## src/rtl/noc_pkg.sv

```systemverilog
// Shared mesh-router definitions: packet layout, address fields, port indices.
package noc_pkg;

  localparam int PKT_W    = 32;
  localparam int ADDR_LSB = 0;
  localparam int ADDR_W   = 8;

  // Destination address is {x[7:4], y[3:0]}
  localparam int X_MSB = 7;
  localparam int X_LSB = 4;
  localparam int Y_MSB = 3;
  localparam int Y_LSB = 0;

  typedef logic [PKT_W-1:0]  packet_t;
  typedef logic [ADDR_W-1:0] addr_t;

  // Router input/output port indices
  localparam int SOUTH = 0;
  localparam int EAST  = 1;
  localparam int WEST  = 2;
  localparam int LOCAL = 3;
  localparam int NORTH = 4;

  // Extract the destination address from the low bits of a packet
  function automatic addr_t pkt_addr(input packet_t pkt);
    return pkt[ADDR_LSB +: ADDR_W];
  endfunction

endpackage

```

## src/rtl/fifo_mem.sv

```systemverilog
// DEPTH x WIDTH register array: one synchronous write port and one
// asynchronous read port. Contents are deliberately not reset.
module fifo_mem #(
  parameter int DEPTH = 4,
  parameter int WIDTH = 32,
  parameter int AW    = $clog2(DEPTH)
) (
  input  logic             clk,
  input  logic             we,
  input  logic [AW-1:0]    waddr,
  input  logic [WIDTH-1:0] wdata,
  input  logic [AW-1:0]    raddr,
  output logic [WIDTH-1:0] rdata
);

  logic [WIDTH-1:0] mem [DEPTH];

  // Write the addressed entry on an accepted push
  always_ff @(posedge clk) begin
    if (we) mem[waddr] <= wdata;
  end

  assign rdata = mem[raddr];

endmodule

```

## src/rtl/input_port_fifo.sv

```systemverilog
// Per-port input buffer of the mesh router. Holds arriving packets, presents
// the head packet and its destination address to the controller, pops on
// crossbar grant and reports full back upstream.
module input_port_fifo
  import noc_pkg::*;
#(
  parameter int PKT_W = noc_pkg::PKT_W,
  parameter int DEPTH = 4
) (
  input  logic                     clk,
  input  logic                     rst,
  input  logic [PKT_W-1:0]         data_i,
  input  logic                     valid_i,
  output logic                     full_o,
  input  logic                     pop_i,
  output logic [PKT_W-1:0]         packet_o,
  output logic [ADDR_W-1:0]        packet_addr_o,
  output logic                     packet_valid_o,
  output logic [$clog2(DEPTH):0]   count_o,
  output logic                     overflow_o
);

  localparam int AW = $clog2(DEPTH);

  // Pointers carry one extra wrap bit so full and empty are distinguishable
  logic [AW:0]      wr_ptr, rd_ptr;
  logic             empty, full;
  logic             push, pop;
  logic [PKT_W-1:0] head;

  // Flags decode only from registered pointers: no path from valid_i/pop_i
  assign empty = (wr_ptr == rd_ptr);
  assign full  = (wr_ptr[AW-1:0] == rd_ptr[AW-1:0]) && (wr_ptr[AW] != rd_ptr[AW]);

  assign push = valid_i && !full;
  assign pop  = pop_i && !empty;

  fifo_mem #(.DEPTH(DEPTH), .WIDTH(PKT_W), .AW(AW)) u_mem (
    .clk   (clk),
    .we    (push && !rst),
    .waddr (wr_ptr[AW-1:0]),
    .wdata (data_i),
    .raddr (rd_ptr[AW-1:0]),
    .rdata (head)
  );

  // Pointer and sticky overflow update; reset discards anything queued
  always_ff @(posedge clk) begin
    if (rst) begin
      wr_ptr     <= '0;
      rd_ptr     <= '0;
      overflow_o <= 1'b0;
    end else begin
      if (push) wr_ptr <= wr_ptr + 1'b1;
      if (pop)  rd_ptr <= rd_ptr + 1'b1;
      if (valid_i && full) overflow_o <= 1'b1;
    end
  end

  // Occupancy falls out of the modulo-2*DEPTH pointer difference
  assign count_o        = wr_ptr - rd_ptr;
  assign full_o         = full;
  assign packet_valid_o = !empty;

  // Head is forced to zero when empty so the controller never sees stale data
  assign packet_o      = empty ? '0 : head;
  assign packet_addr_o = packet_o[ADDR_LSB +: ADDR_W];

endmodule

```

## config.mk

```make
export PLATFORM = sky130hd
export DESIGN_NAME = input_port_fifo
export DESIGN_NICKNAME = d
export VERILOG_FILES = /design/src/rtl/noc_pkg.sv /design/src/rtl/fifo_mem.sv /design/src/rtl/input_port_fifo.sv
export SDC_FILE = /design/constraint.sdc
export NUM_CORES = 1
export LEC_CHECK = 0
export CORE_MARGIN = 4
export CORE_UTILIZATION = 54
export DETAILED_ROUTE_END_ITERATION = 7
export PLACE_DENSITY = 0.85
export SLEW_MARGIN = 20
export SYNTH_ARGS = -nofsm -noshare
export SYNTH_HDL_FRONTEND = slang
export SYNTH_SLANG_ARGS = --single-unit
```

## constraint.sdc

```tcl
create_clock -name clk -period 3.1 [get_ports clk]
set_clock_uncertainty 0.1 [all_clocks]
set_input_delay 0.775 -clock clk [delete_from_list [all_inputs] [get_ports clk]]
set_output_delay 0.775 -clock clk [all_outputs]
set_load 0.05 [all_outputs]
```

# ---- After elaboration in Yosys (flattened, before gate mapping)
# Memory sizes are Yosys's and may differ from the RTL's. A register that Yosys moved wholly into a read port is not among the register bits.
# Index checks and enable logic that the tools add are counted.
dict set report totals {
  ff_bits 7
  memories 1
  ramBits 128
  out_inout_bits 46
}
# name depth width read_ports rd_ports_with_merged_regs wr line_no
set mem_list {}
lappend mem_list {u_mem.mem 4 32 1 1 1 fifo_mem.sv:16} ;# logic [WIDTH-1:0] mem [DEPTH];
dict set report classes {
  eq_ne 3
  addsub 3
  muxes 5
  n_reduce_logical 8
}
# operator n
set op_table {}
lappend op_table {{$mux W32} 1}
lappend op_table {{$add A3 B1 Y3 const B} 2}
lappend op_table {{$logic_and A1 B1 Y1} 5}
lappend op_table {{$mux W2} 2}
lappend op_table {{$eq A3 B3 Y1} 1}
lappend op_table {{$logic_not A1 Y1} 3}
lappend op_table {{$sub A3 B3 Y3} 1}
lappend op_table {{$eq A2 B2 Y1} 1}
lappend op_table {{$mux W1} 2}
lappend op_table {{$ne A1 B1 Y1} 1}

# ---- Logic depth before layout (Yosys ltp)
# Gate-level depths: netlist (run 1).
dict set report logic_depth {
  ltp_word 7
  ltp_mapped 7
  depth_no_buf 5
}

# ---- By module
# Synthesis (run 1) repeated with hierarchy kept, for this count alone.
dict set report hier_totals {
  hier_cells 275
  area_unflattened_um2 5562.8
}
# mod cells_each area_each_um2 n_inst
set modules_own_cells {}
lappend modules_own_cells {fifo_mem 171 4689.5 1}
lappend modules_own_cells {input_port_fifo 104 873.3 1}

# ---- Worst setup path before layout (run 1)
# No wires, ideal clock.
dict set report synth_path {
  path_kind {register to output}
  startpoint {reg wr_ptr[0]}
  endpoint {out packet_o[3]}
  arrival_ns 2.314
  t_required_ns 2.225
  path_buffers 2
  stages_incl_launch_ff 8
  slack_ns -0.089
  path_cell_list {dfxtp_1 inv_1 ha_1 nand2_1 nor2_2 buf_6 nor2b_1 buf_4}
}
dict set report synth_between {
  elab_chain_cells 2
}
# item line_no
set synth_rtl {}
lappend synth_rtl {{start: declaration} input_port_fifo.sv:26} ;# logic [AW:0] wr_ptr, rd_ptr;
lappend synth_rtl {{start signal: assignment} input_port_fifo.sv:54} ;# if (push) wr_ptr <= wr_ptr + 1'b1;
lappend synth_rtl {{$eq A3 B3 Y1} input_port_fifo.sv:32} ;# assign empty = (wr_ptr == rd_ptr);
lappend synth_rtl {{$mux W32} input_port_fifo.sv:66} ;# assign packet_o = empty ? '0 : head;
lappend synth_rtl {{end: declaration} input_port_fifo.sv:16} ;# output logic [PKT_W-1:0] packet_o,
# No other way between the ends.

# ---- Final worst setup path (run 1)
dict set report layout_path {
  startpoint {reg wr_ptr[0]}
  endpoint {out packet_addr_o[0]}
}
dict set report layout_between {
  elab_chain_cells 2
}
# item line_no
set layout_rtl {}
lappend layout_rtl {{$eq A3 B3 Y1} input_port_fifo.sv:32}
lappend layout_rtl {{$mux W32} input_port_fifo.sv:66}
lappend layout_rtl {{end: declaration} input_port_fifo.sv:17} ;# output logic [ADDR_W-1:0] packet_addr_o,
# No other way between the ends.

==> impl_metrics.toml, run 1 <==
[clocking]
ctsRootBufferMaster = "clkbuf_8"
ctsHoldBuffers = 0
htreeDepth = 4
clkSinkCount = 137
path_clk_slew_ps = 60
clk_latency_ps = 510
cts_buffers = 17
cts.path.max_buffers = 2
cts_tree = "built"

[sta]
tightest_slew_ps = 569.3
rsz0062_at_grt = "false"
final_hold_viol_count = 0
slew_viol_final = 0
slew-limit-headroom = 0.6178
hold_ws_ps = 406.1
setup_viol = 0
finalCritPeriodShare = 0.9645
period_minus_slack_ps = 2990
max_freq_mhz = 334.5

[synthesis]
syn-num-nets = 327
ys_seq_area_frac = 0.7177
synth_cell_type_count = 32
syn_area_per_cell_um2 = 19.81
syn_inst = 283
syn_area_um2 = 5607
yosys_warnings = 0
synth-seq-cells = 137

[grt]
first_global_vias = 3124
grt_max_degree = 21
antenna_found_initial = 0
gr-usage-met2 = 0.3228
grt_use_met3 = 0.06988
globalRouteTotalUtil = 0.1979
grt_first_pass_wirelength_mm = 16.90
gr-usage-met1 = 0.2440
grt_busiest_layer = "met2"
grt_overflow = 0

[critical_path]
critical_path.max_fanout = 16
r2r_start = "wr_ptr[1]"
worstPathCellList = "inv_1 -> ha_4 -> nand2_4 -> nor2_4 -> buf_12 -> and2b_1 -> buf_4"
regToRegSetupSlack_ps = 890
required_ps = 2220
endpoint_kind = "output port"
slowest_stage = "dfxtp_4"
arrival_ps = 2110
critPathLaunch = "wr_ptr[0]"
slowest_delay_ps = 370
crit_type = "reg2out"
critPathLaunchType = "flip-flop"

[detailed_routing]
drc_errors = 0
dr.pass1.iters = 4
wl_mm = 10.89
vias = 2990
antenna_left = 0
via_per_inst = 5.663
drtIter0Drc = 251
routedWlPerCell_um = 20.62

[floorplan]
dieArea_um2 = 12080
die_w_um = 109.9
io_pins = 82
die_y_um = 109.9
row_count = 36
start_util = 0.5632
core_um2 = 9955

[worst_hold_path]
hp-class = "reg2reg"
worst_hold_startpoint = "overflow_o"

[outcome]
outcome = "completed"

[place]
dp_hpwl_mm = 6.671
io_buffers = 81
placed_area_um2 = 6444
finalWeightedCongestion = 0.8327

[final_layout]
fin_nets = 426
n_antenna_cell = 0
fin_area_um2 = 7107
drive_gt1_frac = 0.3215
synthToLayoutAreaGrowth_pct = 26.76

[run]
cap_violations = 0
[Yosys cell counts]
master,instances,share of area
nor3_1,1,0.00089
inv_1,6,0.0040
buf_6,7,0.014
nand3_1,3,0.0027
dfxtp_1,9,0.032
o311ai_0,5,0.0078
nor2b_2,2,0.0031
nand2_1,7,0.0047
a31oi_1,5,0.0056
buf_4,8,0.011
xnor2_1,2,0.0031
a41oi_1,2,0.0031
nor3b_1,4,0.0054
and3_1,4,0.0045
or3_1,1,0.0011
nand4_1,3,0.0033
xor2_2,1,0.0029
and2b_1,2,0.0027
nor2_1,2,0.0013
mux4_1,15,0.070
o2111a_1,1,0.0020
clkbuf_1,5,0.0033
edfxtp_1,128,0.69
buf_2,1,0.00089
nor2b_1,30,0.033
a21oi_1,1,0.00089
mux4_2,17,0.068
ha_1,7,0.016
fa_1,1,0.0036
clkinv_1,1,0.00067
and2_1,1,0.0011
nor2_2,1,0.0011
[kinds of logic after synthesis]
kind of cell,share of synthesized area
flops,0.7177
simple gates,0.06539
mux,0.1386
buf+inv,0.03370
compound gates,0.01941
fa+ha+maj,0.01919
xor+xnor,0.006027
[flip-flops by register name, summed over array words and instances, names as in the netlist, named ones only]
signal and cells:
u_mem.mem 128, overflow_o 1, rd_ptr 3, wr_ptr 3
[repair_timing]
action,CTS,global route
endpoints found under the setup margin,42,25
cloned,0,0
resized for setup,8,5
buffers inserted,4,0
[layer usage]
metal,up-vias,wire (um)
met1,1518,4448
met3,12,703
met5,-,0
met2,120,5573
li1,1340,-
met4,0,162
[final timing paths]
kind                            to  depth (start not counted)
hold reg to reg         overflow_o                          2
hold / removal          overflow_o                          2
setup / recovery  packet_addr_o[0]                          7
setup reg to reg  u_mem.mem[1][21]                          5
[metrics by stage]
step | instances | worst slack (ps) | setup TNS [ps] | util
after CTS | 528 | 45.90 | 0 | 0.7112
after global routing | 528 | 6.403 | 0 | 0.7139
final | 528 | 110.1 | 0 | 0.7139
after detailed placement | 492 | 283.1 | 0 | 0.6473
after global placement | 492 | 405.9 | 0 | 0.6473
after floorplan | 283 | -89.39 | -446.9 | -
[placed cells by master (no fill, tap or decap), types with 2 or more instances in the layout]
| cell type | instances |
|---|---|
| nor2b_1 | 30 |
| o311ai_0 | 5 |
| nor2b_2 | 2 |
| a31oi_1 | 5 |
| nor2_1 | 2 |
| buf_4 | 62 |
| inv_1 | 6 |
| and2b_1 | 2 |
| bufinv_16 | 2 |
| dfxtp_4 | 2 |
| clkdlybuf4s50_1 | 36 |
| clkbuf_16 | 16 |
| nor3b_1 | 4 |
| clkinv_4 | 2 |
| nand4_1 | 3 |
| inv_6 | 6 |
| xnor2_1 | 2 |
| a41oi_1 | 2 |
| ha_4 | 2 |
| and3_2 | 4 |
| ha_1 | 5 |
| edfxtp_1 | 128 |
| mux4_2 | 17 |
| dfxtp_1 | 5 |
| dfxtp_2 | 2 |
| clkinvlp_4 | 4 |
| clkinv_1 | 2 |
| mux4_1 | 15 |
| nand2_1 | 6 |
| nand3_1 | 3 |
[critical path, delay by kind of cell, from the launching register on]
| family | cells | cell delay [ps] |
|---|---|---|
| adders and majority gates | 1 | 310 |
| DFF | 1 | 370 |
| buffers and inverters | 3 | 440 |
| and+or+nand+nor | 3 | 460 |
[final cells by class]
type / instances / area (um2)
Fill cell: 598 / 2848
Clock inverter: 15 / 163.9
Inverter: 7 / 26.28
Multi-Input combinational cell: 118 / 1436
Tap cell: 133 / 166.4
Clock buffer: 17 / 414.1
Timing Repair Buffer: 101 / 865.8
Sequential cell: 137 / 4034
Power of run 1 is not shown: default switching activity piles up to over one toggle a cycle in this logic, so the estimate is an artifact.
==> run 2, diff against run 1 <==
--- a/config.mk
+++ b/config.mk
@@ -8,6 +8,7 @@
 export CORE_MARGIN = 4
 export CORE_UTILIZATION = 54
 export DETAILED_ROUTE_END_ITERATION = 7
+export GPL_TIMING_DRIVEN = 0
 export PLACE_DENSITY = 0.85
 export SLEW_MARGIN = 20
 export SYNTH_ARGS = -nofsm -noshare
==> impl_metrics.toml, run 2 (synthesized netlist as in run 1, its figures left out) <==
[critical_path]
endpoint_kind = "output port"
critical_path.max_fanout = 10
required_ps = 2220
reg2reg_depth = 7
crit_type = "reg2out"
critPathLaunchType = "flip-flop"
arrival_ps = 2160

[place]
dp_hpwl_mm = 6.719
finalWeightedCongestion = 0.8024
io_buffers = 81
pre_cts_slack_ps = -399.8

[floorplan]
row_count = 36
die_y_um = 109.9
dieArea_um2 = 12080
die_w_um = 109.9
io_pins = 82
core_um2 = 9955
start_util = 0.5632

[sta]
slew_viol_final = 0
tightest_slew_ps = 644.8
slew-limit-headroom = 0.5671
hold_ws_ps = 390.2
final_hold_viol_count = 0
finalCritPeriodShare = 0.9793
fin_setup_tns_ps = 0
max_freq_mhz = 329.4
setup_viol = 0
period_minus_slack_ps = 3036
rsz0062_at_grt = "true"
finalWorstSetupSlack_ps = 64.18

[grt]
grt_use_met3 = 0.05755
globalRouteTotalUtil = 0.1950
grt_first_pass_wirelength_mm = 16.68
first_global_vias = 3072
gr-usage-met1 = 0.2360
grt_max_degree = 20
grt_busiest_layer = "met2"
grt_overflow = 0
gr-usage-met2 = 0.3323
antenna_found_initial = 0

[final_layout]
fin_util = 0.7289
layout_commonest_cell = "edfxtp_1"
multiInputGateArea_um2 = 1456
n_antenna_cell = 0
final_cell_mix = "edfxtp_1, clkdlybuf4s50_1, buf_2"
fin_nets = 436
synthToLayoutAreaGrowth_pct = 29.41
regMostFlops = "u_mem.mem"
ff_latch_area_um2 = 4036
largestRegisters = "u_mem.mem (128), rd_ptr (3), wr_ptr (3)"
fill_cells = 592
largest_reg_flops = 128
drive_gt1_frac = 0.3432

[clocking]
cts_tree = "built"
clk_latency_ps = 520
htreeDepth = 4
path_clk_slew_ps = 60
cts_buffers = 17
ctsRootBufferMaster = "clkbuf_8"
clkSinkCount = 137
ctsHoldBuffers = 0
cts.path.max_buffers = 2

[detailed_routing]
vias = 2998
drc_errors = 0
antenna_left = 0
dr.pass1.iters = 5
routedWlPerCell_um = 20.36
wl_mm = 10.95
drtIter0Drc = 188
via_per_inst = 5.572

[outcome]
outcome = "completed"

[worst_hold_path]
whs_path_depth = 2
hp-class = "reg2reg"

[run]
cap_violations = 0
[run 2: cell count changes in the layout (fill, tap and decap cells not counted), moves of 3 or more]
cell             before  now
buf_4                62   15
buf_2                 0   32
buf_6                 1    7
clkinv_2              0    5
buf_16                0    4
clkdlybuf4s15_2       0    4
inv_6                 6    2
clkbuf_1              0    3
[run 2: path summary, 6_finish.rpt]
check	start	to	slack, ps
worst max-delay path	wr_ptr[0]	packet_o[0]	60
worst min-delay path	overflow_o	overflow_o	390
worst max register to register	wr_ptr[0]	u_mem.mem[0][18]	580
worst min register to register	overflow_o	overflow_o	390
[run 2: worst max-delay path, cell delays in order, from the launching register on]
cell	delay, ps
dfxtp_4	370
inv_2	60
ha_4	320
nand2_8	90
nor2_4	100
buf_12	140
and2b_2	240
buf_4	130
buf_4	180
[run 2: area by class of cell]
cell class	instances	area share
Timing Repair Buffer	90	0.1138
Clock inverter	15	0.02104
Clock buffer	17	0.05708
Multi-Input combinational cell	118	0.2007
Tap cell	133	0.02294
Buffer	21	0.02449
Sequential cell	137	0.5563
Inverter	7	0.003621
[run 2: timing repair]
item | CTS | global route
setup endpoints to repair | 45 | 25
resized for setup | 204 | 34
pin swaps | 1 | 0
setup buffers | 0 | 4
gates cloned | 0 | 1
[run 2: layer usage]
layer,up-vias,part of all wire
met5,-,0
met4,0,0.012
met2,128,0.55
met1,1499,0.37
li1,1362,-
met3,9,0.069
[run 2: through the flow]
step | cell area, um2 | std cells
after floorplan | 5607 | 283
after global placement | 6584 | 497
after detailed placement | 6699 | 501
after CTS | 7207 | 533
after global routing | 7256 | 538
final | 7256 | 538
Power of run 2 is left out for the same reason.
